[config.mk]
export PLATFORM = sky130hd
export DESIGN_NAME = ps2_kbd_rx_flat
export DESIGN_NICKNAME = d
export VERILOG_FILES = /design/src/rtl/ps2_kbd_rx_if.sv /design/src/rtl/ps2_kbd_rx.sv /design/src/flat_wrapper.sv
export SDC_FILE = /design/constraint.sdc
export NUM_CORES = 1
export LEC_CHECK = 0
export ABC_CLOCK_PERIOD_IN_PS = 3710
export CAP_MARGIN = 20
export CORE_AREA = 2 2 105 132
export DETAILED_ROUTE_END_ITERATION = 8
export DIE_AREA = 0 0 107 134
export GPL_TIMING_DRIVEN = 1
export PLACE_DENSITY_LB_ADDON = 0.2
export SETUP_SLACK_MARGIN = 0.02
export SKIP_CTS_REPAIR_TIMING = 1
export SYNTH_ARGS = -nofsm -noshare
export SYNTH_HDL_FRONTEND = slang
export SYNTH_SLANG_ARGS = --single-unit
export TNS_END_PERCENT = 30
[constraint.sdc]
create_clock -name clk -period 3.71 [get_ports clk]
set_clock_uncertainty 0.2 [all_clocks]
set_input_delay 0.742 -clock clk [delete_from_list [all_inputs] [get_ports clk]]
set_output_delay 0.742 -clock clk [all_outputs]
set_load 0.01 [all_outputs]
[src/rtl/ps2_kbd_rx_if.sv]
// -----------------------------------------------------------------------------
// ps2_kbd_rx_if
// Keyboard port on the MIO bus (0xd0000000).
//   ps2_rdn       : active-low read/pop strobe from the bus (bus -> receiver)
//   ps2_data[7:0] : FIFO head byte, 8'h00 when empty (receiver -> bus)
//   ps2_ready     : FIFO non-empty (receiver -> bus)
//   ps2_overflow  : sticky byte-dropped flag, clears on the next pop
//   ps2_frame_err : one-cycle pulse on a parity/stop error
// master = bus side, slave = keyboard receiver.
// -----------------------------------------------------------------------------
`timescale 1ns/1ps
interface ps2_kbd_rx_if;
  logic       ps2_rdn;
  logic [7:0] ps2_data;
  logic       ps2_ready;
  logic       ps2_overflow;
  logic       ps2_frame_err;

  modport master (
    output ps2_rdn,
    input  ps2_data, ps2_ready, ps2_overflow, ps2_frame_err
  );

  modport slave (
    input  ps2_rdn,
    output ps2_data, ps2_ready, ps2_overflow, ps2_frame_err
  );
endinterface

[src/rtl/ps2_kbd_rx.sv]
// -----------------------------------------------------------------------------
// ps2_kbd_rx
// PS/2 keyboard receiver. Synchronises the raw PS/2 clock/data pins into clk,
// deframes 11-bit device-to-host frames (start, 8 data LSB-first, odd parity,
// stop), and queues good bytes in a small FIFO read through the MIO bus port.
// Ports:
//   clk      : system clock, rising edge
//   rst      : asynchronous active-high reset
//   ps2_clk  : raw PS/2 clock pin (asynchronous)
//   ps2_dat  : raw PS/2 data pin (asynchronous)
//   bus      : keyboard bus port (slave side), see ps2_kbd_rx_if
// -----------------------------------------------------------------------------
`timescale 1ns/1ps
module ps2_kbd_rx #(
  parameter int FIFO_AW = 3,
  parameter int TIMEOUT = 5000
) (
  input  logic          clk,
  input  logic          rst,
  input  logic          ps2_clk,
  input  logic          ps2_dat,
  ps2_kbd_rx_if.slave   bus
);

  localparam int DEPTH = 1 << FIFO_AW;
  localparam int TW    = $clog2(TIMEOUT + 1);

  typedef enum logic [1:0] {IDLE, DATA, PARITY, STOP} state_t;

  // Pin synchronisers; reset to the idle-high bus level so that leaving
  // reset never looks like a falling edge.
  logic clk_s1_q, clk_s2_q, clk_hist_q;
  logic dat_s1_q, dat_s2_q;

  logic fall;
  logic bit_in;

  state_t          state_q, state_d;
  logic [2:0]      bit_cnt_q, bit_cnt_d;
  logic [7:0]      shift_q, shift_d;
  logic            parity_q, parity_d;
  logic [TW-1:0]   tmo_q, tmo_d;
  logic            frame_err_q, frame_err_d;
  logic            push;

  logic [FIFO_AW:0] wr_ptr_q, wr_ptr_d;
  logic [FIFO_AW:0] rd_ptr_q, rd_ptr_d;
  logic             ovf_q, ovf_d;
  logic [7:0]       mem [DEPTH];
  logic             empty, full, pop, wr_en;

  assign fall   = clk_hist_q & ~clk_s2_q;
  assign bit_in = dat_s2_q;

  // ---------------------------------------------------------------------------
  // Deframer
  // ---------------------------------------------------------------------------
  always_comb begin
    state_d     = state_q;
    bit_cnt_d   = bit_cnt_q;
    shift_d     = shift_q;
    parity_d    = parity_q;
    tmo_d       = tmo_q;
    frame_err_d = 1'b0;
    push        = 1'b0;

    case (state_q)
      IDLE: begin
        tmo_d = '0;
        if (fall && !bit_in) begin
          state_d   = DATA;
          bit_cnt_d = 3'd0;
        end
      end
      DATA: begin
        if (fall) begin
          shift_d   = {bit_in, shift_q[7:1]};
          bit_cnt_d = bit_cnt_q + 3'd1;
          if (bit_cnt_q == 3'd7) state_d = PARITY;
        end
      end
      PARITY: begin
        if (fall) begin
          parity_d = bit_in;
          state_d  = STOP;
        end
      end
      STOP: begin
        if (fall) begin
          // Odd parity: data bits plus parity bit must hold an odd number of ones.
          if (bit_in && ((^shift_q) ^ parity_q)) push = 1'b1;
          else                                   frame_err_d = 1'b1;
          state_d = IDLE;
        end
      end
      default: state_d = IDLE;
    endcase

    // Inactivity watchdog for partial frames; an abandoned frame is silent.
    if (state_q != IDLE) begin
      if (fall) begin
        tmo_d = '0;
      end else if (tmo_q == TW'(TIMEOUT)) begin
        tmo_d   = '0;
        state_d = IDLE;
      end else begin
        tmo_d = tmo_q + TW'(1);
      end
    end
  end

  // ---------------------------------------------------------------------------
  // FIFO control
  // ---------------------------------------------------------------------------
  assign empty = (wr_ptr_q == rd_ptr_q);
  assign full  = (wr_ptr_q[FIFO_AW] != rd_ptr_q[FIFO_AW]) &&
                 (wr_ptr_q[FIFO_AW-1:0] == rd_ptr_q[FIFO_AW-1:0]);
  assign pop   = ~bus.ps2_rdn & ~empty;
  // A full FIFO still accepts a push when the same cycle pops the head.
  assign wr_en = push & (~full | pop);

  always_comb begin
    wr_ptr_d = wr_ptr_q + (FIFO_AW+1)'(wr_en);
    rd_ptr_d = rd_ptr_q + (FIFO_AW+1)'(pop);
    ovf_d    = ovf_q;
    if (push && full && !pop) ovf_d = 1'b1;
    else if (pop)             ovf_d = 1'b0;
  end

  always_ff @(posedge clk or posedge rst) begin
    if (rst) begin
      clk_s1_q    <= 1'b1;
      clk_s2_q    <= 1'b1;
      clk_hist_q  <= 1'b1;
      dat_s1_q    <= 1'b1;
      dat_s2_q    <= 1'b1;
      state_q     <= IDLE;
      bit_cnt_q   <= 3'd0;
      shift_q     <= 8'h00;
      parity_q    <= 1'b0;
      tmo_q       <= '0;
      frame_err_q <= 1'b0;
      wr_ptr_q    <= '0;
      rd_ptr_q    <= '0;
      ovf_q       <= 1'b0;
    end else begin
      clk_s1_q    <= ps2_clk;
      clk_s2_q    <= clk_s1_q;
      clk_hist_q  <= clk_s2_q;
      dat_s1_q    <= ps2_dat;
      dat_s2_q    <= dat_s1_q;
      state_q     <= state_d;
      bit_cnt_q   <= bit_cnt_d;
      shift_q     <= shift_d;
      parity_q    <= parity_d;
      tmo_q       <= tmo_d;
      frame_err_q <= frame_err_d;
      wr_ptr_q    <= wr_ptr_d;
      rd_ptr_q    <= rd_ptr_d;
      ovf_q       <= ovf_d;
    end
  end

  // Storage carries no reset; validity comes from the pointers alone.
  always_ff @(posedge clk) begin
    if (wr_en) mem[wr_ptr_q[FIFO_AW-1:0]] <= shift_q;
  end

  // Outputs depend only on registered FIFO state, never on ps2_rdn.
  assign bus.ps2_ready     = ~empty;
  assign bus.ps2_data      = empty ? 8'h00 : mem[rd_ptr_q[FIFO_AW-1:0]];
  assign bus.ps2_overflow  = ovf_q;
  assign bus.ps2_frame_err = frame_err_q;

endmodule

[src/flat_wrapper.sv]
// flat-port wrapper written by rule: the top's interface ports become plain ports
module ps2_kbd_rx_flat 
#(
  parameter int FIFO_AW = 3,
  parameter int TIMEOUT = 5000
)
  (clk, rst, ps2_clk, ps2_dat, bus_ps2_rdn, bus_ps2_data, bus_ps2_ready, bus_ps2_overflow, bus_ps2_frame_err);
  ps2_kbd_rx_if bus_i ();
  input  logic clk;
  input  logic rst;
  input  logic ps2_clk;
  input  logic ps2_dat;
  input wire logic [$bits(bus_i.ps2_rdn)-1:0] bus_ps2_rdn;
  output wire logic [$bits(bus_i.ps2_data)-1:0] bus_ps2_data;
  output wire logic [$bits(bus_i.ps2_ready)-1:0] bus_ps2_ready;
  output wire logic [$bits(bus_i.ps2_overflow)-1:0] bus_ps2_overflow;
  output wire logic [$bits(bus_i.ps2_frame_err)-1:0] bus_ps2_frame_err;
  assign bus_i.ps2_rdn = bus_ps2_rdn;
  assign bus_ps2_data = bus_i.ps2_data;
  assign bus_ps2_ready = bus_i.ps2_ready;
  assign bus_ps2_overflow = bus_i.ps2_overflow;
  assign bus_ps2_frame_err = bus_i.ps2_frame_err;
  ps2_kbd_rx #(.FIFO_AW(FIFO_AW), .TIMEOUT(TIMEOUT)) u_core (.clk(clk), .rst(rst), .ps2_clk(ps2_clk), .ps2_dat(ps2_dat), .bus(bus_i));
endmodule
==> out/results.txt, run 1 <==
Distinct cells, synth = 41
Synthesis Warnings = 0
maximum fanout count along the critical path = 10
layout filler cell count = 1,218
clock buffer depth = 2
final worst-path cycle share = 86.2%
worst min path class = register to register
vertical die dimension = 134 µm
most frequent cells after synthesis = edfxtp_1, dfrtp_1, nor2_1, mux4_2, xnor2_1
total detailed-routing wirelength = 7.98 mm
post-route DRC violation count = 0
MaxCap Viol Count = 0
path type of the worst setup path = register to output pin
switching portion of total power = 30.7%
crit path time final = 3.20 ns
critical path required time = 2.77 ns
fraction of power consumed by the clock network = 26.8%
setup tns final = 0 ns
worst r2r path cells = 8
Clock Sink Count = 106
minimum setup slack in the final design = 0.512 ns
routed vias = 2,280
TritonCTS clock tree = yes
startpoint types = register
post-layout utilization of the core = 39.5%
overall die area = 14,300 µm²
startpoint of the most critical register-to-register path = u_core.rd_ptr_q[1]$_DFF_PP0_
global route total overflow = 0
mean cell area of the mapped netlist = 15.6 µm²
Most used DFF post-synth = edfxtp_1
post-DR vias/cell = 4.65
worst relative slew slack = 66.4%
cells taking the most area after synthesis = edfxtp_1, dfrtp_1, mux4_2, dfstp_2, xnor2_1
arrival time at the worst endpoint = 2.26 ns
port buffer count = 15
clock latency on the worst-skew pair = 0.34 ns
async set or reset register ratio after synthesis = 39.6%
largest net degree at the start of global routing = 30
outcome = finished clean
H-tree depth = 3
core region area = 13,100 µm²
wire length per cell after detailed routing = 16.3 µm
number of pins exceeding their max-slew limit in the final report = 0
actual transition at the worst max-transition pin = 0.501 ns
Detailed Routing Iterations Pass 1 = 4
final estimated routing congestion in global placement = 0.729
Peak Freq = 0.313 GHz
root buffer selected by CTS = clkbuf_16
Area Growth Syn to Fin = 15.5%
via count of the first global-routing pass = 2,429
Syn Nets = 300
wire length of the first global-routing pass = 13.4 mm
Yosys top cell area share = 42.9%
effective utilization at floorplan = 34.1%
layout cells sized above 1 = 21.9%
largest area contributor in the synthesized netlist = edfxtp_1
cell depth of the worst min-delay path = 0
GRT Total Usage = 12.5%
flop and latch count out of synthesis = 106
RSZ-0062 raised after global routing = no
Seq pwr share = 44.6%
ratio of total power to cell area = 671 nW/µm²
setup slack of the worst register-to-register path = 1.16 ns
initial antenna violation count = 0
capture instance of the worst register-to-register path = u_core.wr_ptr_q[2]$_DFF_PP0_
number of placement rows = 47
clock-pin slew of the registers on the worst-case setup and hold paths = 0.07 ns
worst setup slack after placement = 0.850 ns
Final Hold Violating Endpoints = 0
width of the die = 107 µm
area of the mapped netlist = 4480 µm²
share of the yosys chip area belonging to registers = 66.5%
first element of the critical path = u_core.rd_ptr_q[2]$_DFF_PP0_
min-delay src = u_core.dat_s1_q$_DFF_PP1_
drt initial violations = 98
number of antenna repair diodes = 0
remaining number of nets flagged by the antenna check after routing = 0
Leak = 1.91 nW
total I/O pin count = 16
maximum vdd drop = 0.254 mV
logic gate share of total power = 28.7%
switching pwr = 1.07 mW
crit end category = output pin
synthesized instance count = 287
Worst Hold End = u_core.bit_in$_DFF_PP1_
count leader, synth = edfxtp_1
TritonCTS buffer count = 9
# nets final = 327
setup violation total in the final timing report = 0
EDFF count, synth = 64
internal power = 2.41 mW
detailed placement HPWL = 5.14 mm
## how the worst max path moves through the flow
stage / to / cells past startpoint
floorplan: u_core.mem[1][0]$_DFFE_PP_ / 5
global placement: bus_ps2_data[0] / 5
detailed placement: bus_ps2_data[0] / 5
CTS: bus_ps2_data[0] / 5
global route: bus_ps2_data[0] / 5
finish: bus_ps2_data[0] / 5
## registers in the layout (all words and copies together) (netlist names)
signal                    count
u_core.parity_q               1
u_core.shift_q                8
u_core.rd_ptr_q               4
u_core.clk_s1_q               1
u_core.dat_s1_q               1
u_core.bit_in                 1
u_core.bit_cnt_q              3
u_core.bus.ps2_frame_err      1
u_core.clk_s2_q               1
u_core.state_q                2
u_core.wr_ptr_q               4
u_core.bus.ps2_overflow       1
u_core.mem                   64
u_core.tmo_q                 13
u_core.clk_hist_q             1
## cell families (layout without fill, tap and decap cells)
| logic type | after synthesis | after routing | synth area share, % |
|---|---|---|---|
| compound gates | 10 | 10 | 1.62 |
| xor+xnor | 26 | 26 | 5.39 |
| fa+ha+maj | 8 | 8 | 2.24 |
| buf+inv | 23 | 55 | 2.49 |
| flops | 106 | 106 | 66.5 |
| mux | 34 | 34 | 12.4 |
| simple gates | 80 | 80 | 9.39 |
## per-layer routing
layer  up-vias  global-route usage (%)  wire [µm]
met2        20                    21.4       4240
met5         -                       0          0
met3         4                    2.53        155
li1       1111                       -          -
met4         0                    4.98         92
met1      1145                    15.6       3490
## worst max-delay path, stage by stage (launching register included)
cell,delay (ns)
dfrtp_1,0.61
buf_4,0.28
mux4_2,0.31
mux2i_1,0.17
nor2_1,0.06
clkdlybuf4s50_1,0.48
## through the flow
| step | cell area [µm²] | power, mW | cells | hold slack, ns |
|---|---|---|---|---|
| after global routing | 5170 | 3.67 | 490 | 0.161 |
| after detailed placement | 4880 | 2.59 | 474 | 0.149 |
| after CTS | 5170 | 3.53 | 490 | 0.160 |
| after floorplan | 4480 | 2.23 | 287 | 0.145 |
| final | 5170 | 3.47 | 490 | 0.159 |
| after global placement | 4880 | 2.58 | 474 | 0.146 |
## power groups by stage
stage	clock (mW)	sequential, mW	combinational (mW)
2_1_floorplan	0	1.51	0.718
3_3_place_gp	0	1.57	1.01
3_5_place_dp	0	1.58	1.02
4_1_cts	0.958	1.55	1.02
5_1_grt	1.00	1.57	1.09
6_report	0.929	1.55	0.996
## cell type report
type	instances	area, µm²	area share, %
Timing Repair Buffer	30	263	5.08
Clock inverter	7	65.1	1.26
Clock buffer	9	225	4.35
Sequential cell	106	2980	57.6
Inverter	9	33.8	0.653
Tap cell	171	214	4.14
Multi-Input combinational cell	158	1390	26.9
## placed cells by master, fill, tap and decap left out, types with 2 or more instances in the layout
cell type and n:
or3_1 2, xnor2_1 15, nor4_1 8, nand4_1 2, inv_1 8, clkdlybuf4s50_1 15
or4_1 2, edfxtp_1 64, a22o_1 2, buf_4 15, dfstp_2 5, nand3b_1 3
clkbuf_16 9, inv_6 3, nand3_1 8, inv_8 2, nand2_1 6, dfrtp_1 37
o21ai_0 4, nor3_1 6, nor4_2 2, or3b_2 3, ha_1 8, mux2_2 10
xor2_1 10, mux4_2 16, nor2_1 30, mux2i_1 8
No activity file was read; power rests on OpenSTA's default activity.
==> run 2, diff against run 1 <==
--- a/config.mk
+++ b/config.mk
@@ -11,6 +11,7 @@
 export DETAILED_ROUTE_END_ITERATION = 8
 export DIE_AREA = 0 0 107 134
 export GPL_TIMING_DRIVEN = 1
+export HOLD_SLACK_MARGIN = 0.08
 export PLACE_DENSITY_LB_ADDON = 0.2
 export SETUP_SLACK_MARGIN = 0.02
 export SKIP_CTS_REPAIR_TIMING = 1
==> results of run 2 <==
Same layout as run 1: the final DEF is identical, and so are final timing and power.
==> run 3, diff against run 2 <==
--- a/config.mk
+++ b/config.mk
@@ -7,9 +7,9 @@
 export LEC_CHECK = 0
 export ABC_CLOCK_PERIOD_IN_PS = 3710
 export CAP_MARGIN = 20
-export CORE_AREA = 2 2 105 132
+export CORE_AREA = 2 2 98 124
 export DETAILED_ROUTE_END_ITERATION = 8
-export DIE_AREA = 0 0 107 134
+export DIE_AREA = 0 0 100 126
 export GPL_TIMING_DRIVEN = 1
 export HOLD_SLACK_MARGIN = 0.08
 export PLACE_DENSITY_LB_ADDON = 0.2
==> run 3 against run 2 <==
Routed wire length decreased by 3.6%; sequential share of layout area increased by 0.56 points; worst hold slack got worse by 0.0020 ns; final cell count decreased by 7.1%; critical endpoint is now bus_ps2_data[3]; register-to-register slack got worse by 0.11 ns; combinational power decreased by 2%; setup slack got worse by 0.064 ns; clock-buffer cell count increased by 2; largest power group unchanged; flip-flop and latch count unchanged; global-route usage increased by 0.71 points.
==> out/results.txt, run 3 (synthesis gave the netlist of run 1 again) <==
outcome = finished clean
Leak = 1.90 nW (-0.43%)
width of the die = 100 µm (-6.5%)
GRT Total Usage = 13.3% (+0.71 points)
worst relative slew slack = 50.2% (-16 points)
via count of the first global-routing pass = 2,407 (-0.91%)
setup violation total in the final timing report = 0 (unchanged)
number of pins exceeding their max-slew limit in the final report = 0 (unchanged)
vertical die dimension = 126 µm (-6.0%)
Area Growth Syn to Fin = 14.4%
clock latency on the worst-skew pair = 0.34 ns (about the same)
ratio of total power to cell area = 675 nW/µm² (+0.60%)
largest net degree at the start of global routing = 23 (-23%)
number of antenna repair diodes = 0 (unchanged)
Final Instance Area = 5120 µm² (-0.97%)
total detailed-routing wirelength = 7.69 mm (-3.6%)
detailed placement HPWL = 4.99 mm (-2.8%)
most common cell after layout, fill and taps aside = edfxtp_1
H-tree depth = 3 (unchanged)
startpoint types = register
RSZ-0062 raised after global routing = no
Final Hold Violating Endpoints = 0 (unchanged)
final estimated routing congestion in global placement = 0.724 (-0.60%)
core region area = 11,500 µm² (-13%)
wire length of the first global-routing pass = 12.6 mm (-5.3%)
remaining number of nets flagged by the antenna check after routing = 0 (unchanged)
Peak Freq = 0.307 GHz (-2.0%)
TritonCTS buffer count = 9 (unchanged)
crit path time final = 3.26 ns (+0.0639 ns)
drt initial violations = 77 (-21%)
post-DR vias/cell = 5.16 (+11%)
MaxCap Viol Count = 0 (unchanged)
internal power = 2.43 mW (+0.76%)
maximum vdd drop = 0.383 mV (+51%)
arrival time at the worst endpoint = 2.32 ns (+0.06 ns)
placed inst area = 4830 µm² (-1.2%)
switching pwr = 1.03 mW (-2.9%)
worst min path class = register to register
path type of the worst setup path = register to output pin
crit end category = output pin
commonest cells after routing, fill and taps aside = edfxtp_1, dfrtp_1, nor2_1, mux4_2
initial antenna violation count = 0 (unchanged)
layout filler cell count = 1,053 (-14%)
TritonCTS clock tree = yes
layout cells sized above 1 = 21.1% (-0.81 points)
setup tns final = 0 ns (unchanged)
post-layout total power = 3.46 mW (-0.37%)
clock-pin slew of the registers on the worst-case setup and hold paths = 0.07 ns (about the same)
max FFs per register = 64 (unchanged)
fraction of power consumed by the clock network = 26.7% (about the same)
switching portion of total power = 29.9% (-0.79 points)
post-route DRC violation count = 0 (unchanged)
effective utilization at floorplan = 39.1% (+5.0 points)
actual transition at the worst max-transition pin = 0.742 ns (+0.240 ns)
port buffer count = 15 (unchanged)
critical path required time = 2.77 ns (about the same)
overall die area = 12,600 µm² (-12%)
Seq pwr share = 45.0% (+0.4 points)
logic gate share of total power = 28.3% (-0.4 points)
Detailed Routing Iterations Pass 1 = 4 (unchanged)
maximum fanout count along the critical path = 19 (+9)
routed vias = 2,347 (+2.9%)
total I/O pin count = 16 (unchanged)
Clock Sink Count = 106 (unchanged)
root buffer selected by CTS = clkbuf_16
clock buffer depth = 2 (unchanged)
global route total overflow = 0 (unchanged)
final worst-path cycle share = 87.9% (+1.7 points)
number of placement rows = 44 (-6.4%)
wire length per cell after detailed routing = 16.9 µm (+3.9%)
# nets final = 325 (-0.61%)
==> run 3: cell count changes in the layout (fill, tap and decap cells not counted) <==
cell,before,now
inv_8,2,0
clkbuf_1,0,1
clkbuf_16,9,10
buf_4,15,13
==> run 3: path summary, 6_finish.rpt <==
check / slack, ns / to / startpoint / depth (start not counted)
worst max register to register: 1.05 / u_core.wr_ptr_q[2]$_DFF_PP0_ / u_core.rd_ptr_q[0]$_DFF_PP0_ / 7
worst min register to register: 0.16 / u_core.clk_s2_q$_DFF_PP1_ / u_core.clk_s1_q$_DFF_PP1_ / 0
min in group asynchronous: 0.54 / u_core.bit_cnt_q[1]$_DFFE_PP0P_ / rst / 2
max in group asynchronous: 2.02 / u_core.bit_in$_DFF_PP1_ / rst / 3
worst min-delay path: 0.16 / u_core.clk_s2_q$_DFF_PP1_ / u_core.clk_s1_q$_DFF_PP1_ / 0
worst max-delay path: 0.45 / bus_ps2_data[3] / u_core.rd_ptr_q[1]$_DFF_PP0_ / 5
==> run 3: routing by layer <==
layer	global-route usage, %	wire length, µm	vias up	share of wire, %
met2	22.5	3950	30	51
met4	4.35	120	0	1.6
met5	0	0	-	0
met3	3.33	206	10	2.7
li1	-	-	1113	-
met1	16.5	3420	1194	44
==> run 3: power groups by stage <==
stage	Combinational (mW)	Clock, mW	Sequential [mW]
after floorplan	0.718	0	1.51
after global placement	0.987	0	1.57
after detailed placement	1.00	0	1.58
after CTS	1.00	0.956	1.56
after global routing	1.08	1.00	1.58
final	0.978	0.925	1.56
==> run 3: layout make-up <==
| cell class | count | area, µm² | area share [%] |
|---|---|---|---|
| Sequential cell | 106 | 2980 | 58.1 |
| Multi-Input combinational cell | 158 | 1390 | 27.2 |
| Clock buffer | 11 | 254 | 4.96 |
| Timing Repair Buffer | 28 | 248 | 4.84 |
| Tap cell | 138 | 173 | 3.37 |
| Clock inverter | 5 | 42.5 | 0.830 |
| Inverter | 9 | 33.8 | 0.659 |
==> run 3: critical path, cell delays in order, from the launching register on <==
cell             delay (ns)
dfrtp_1                0.34
buf_4                  0.34
mux4_2                 0.56
mux2i_1                0.18
nor2_1                 0.08
clkdlybuf4s50_1        0.48
==> run 3: metrics by stage <==
stage / utilization [%] / cells / setup slack [ns] / hold WS, ns
global placement: 42.2 / 439 / 0.802 / 0.146
floorplan: - / 287 / 0.888 / 0.145
CTS: 44.7 / 455 / 0.404 / 0.160
global route: 44.7 / 455 / 0.283 / 0.165
finish: 44.7 / 455 / 0.448 / 0.157
detailed placement: 42.2 / 439 / 0.778 / 0.150
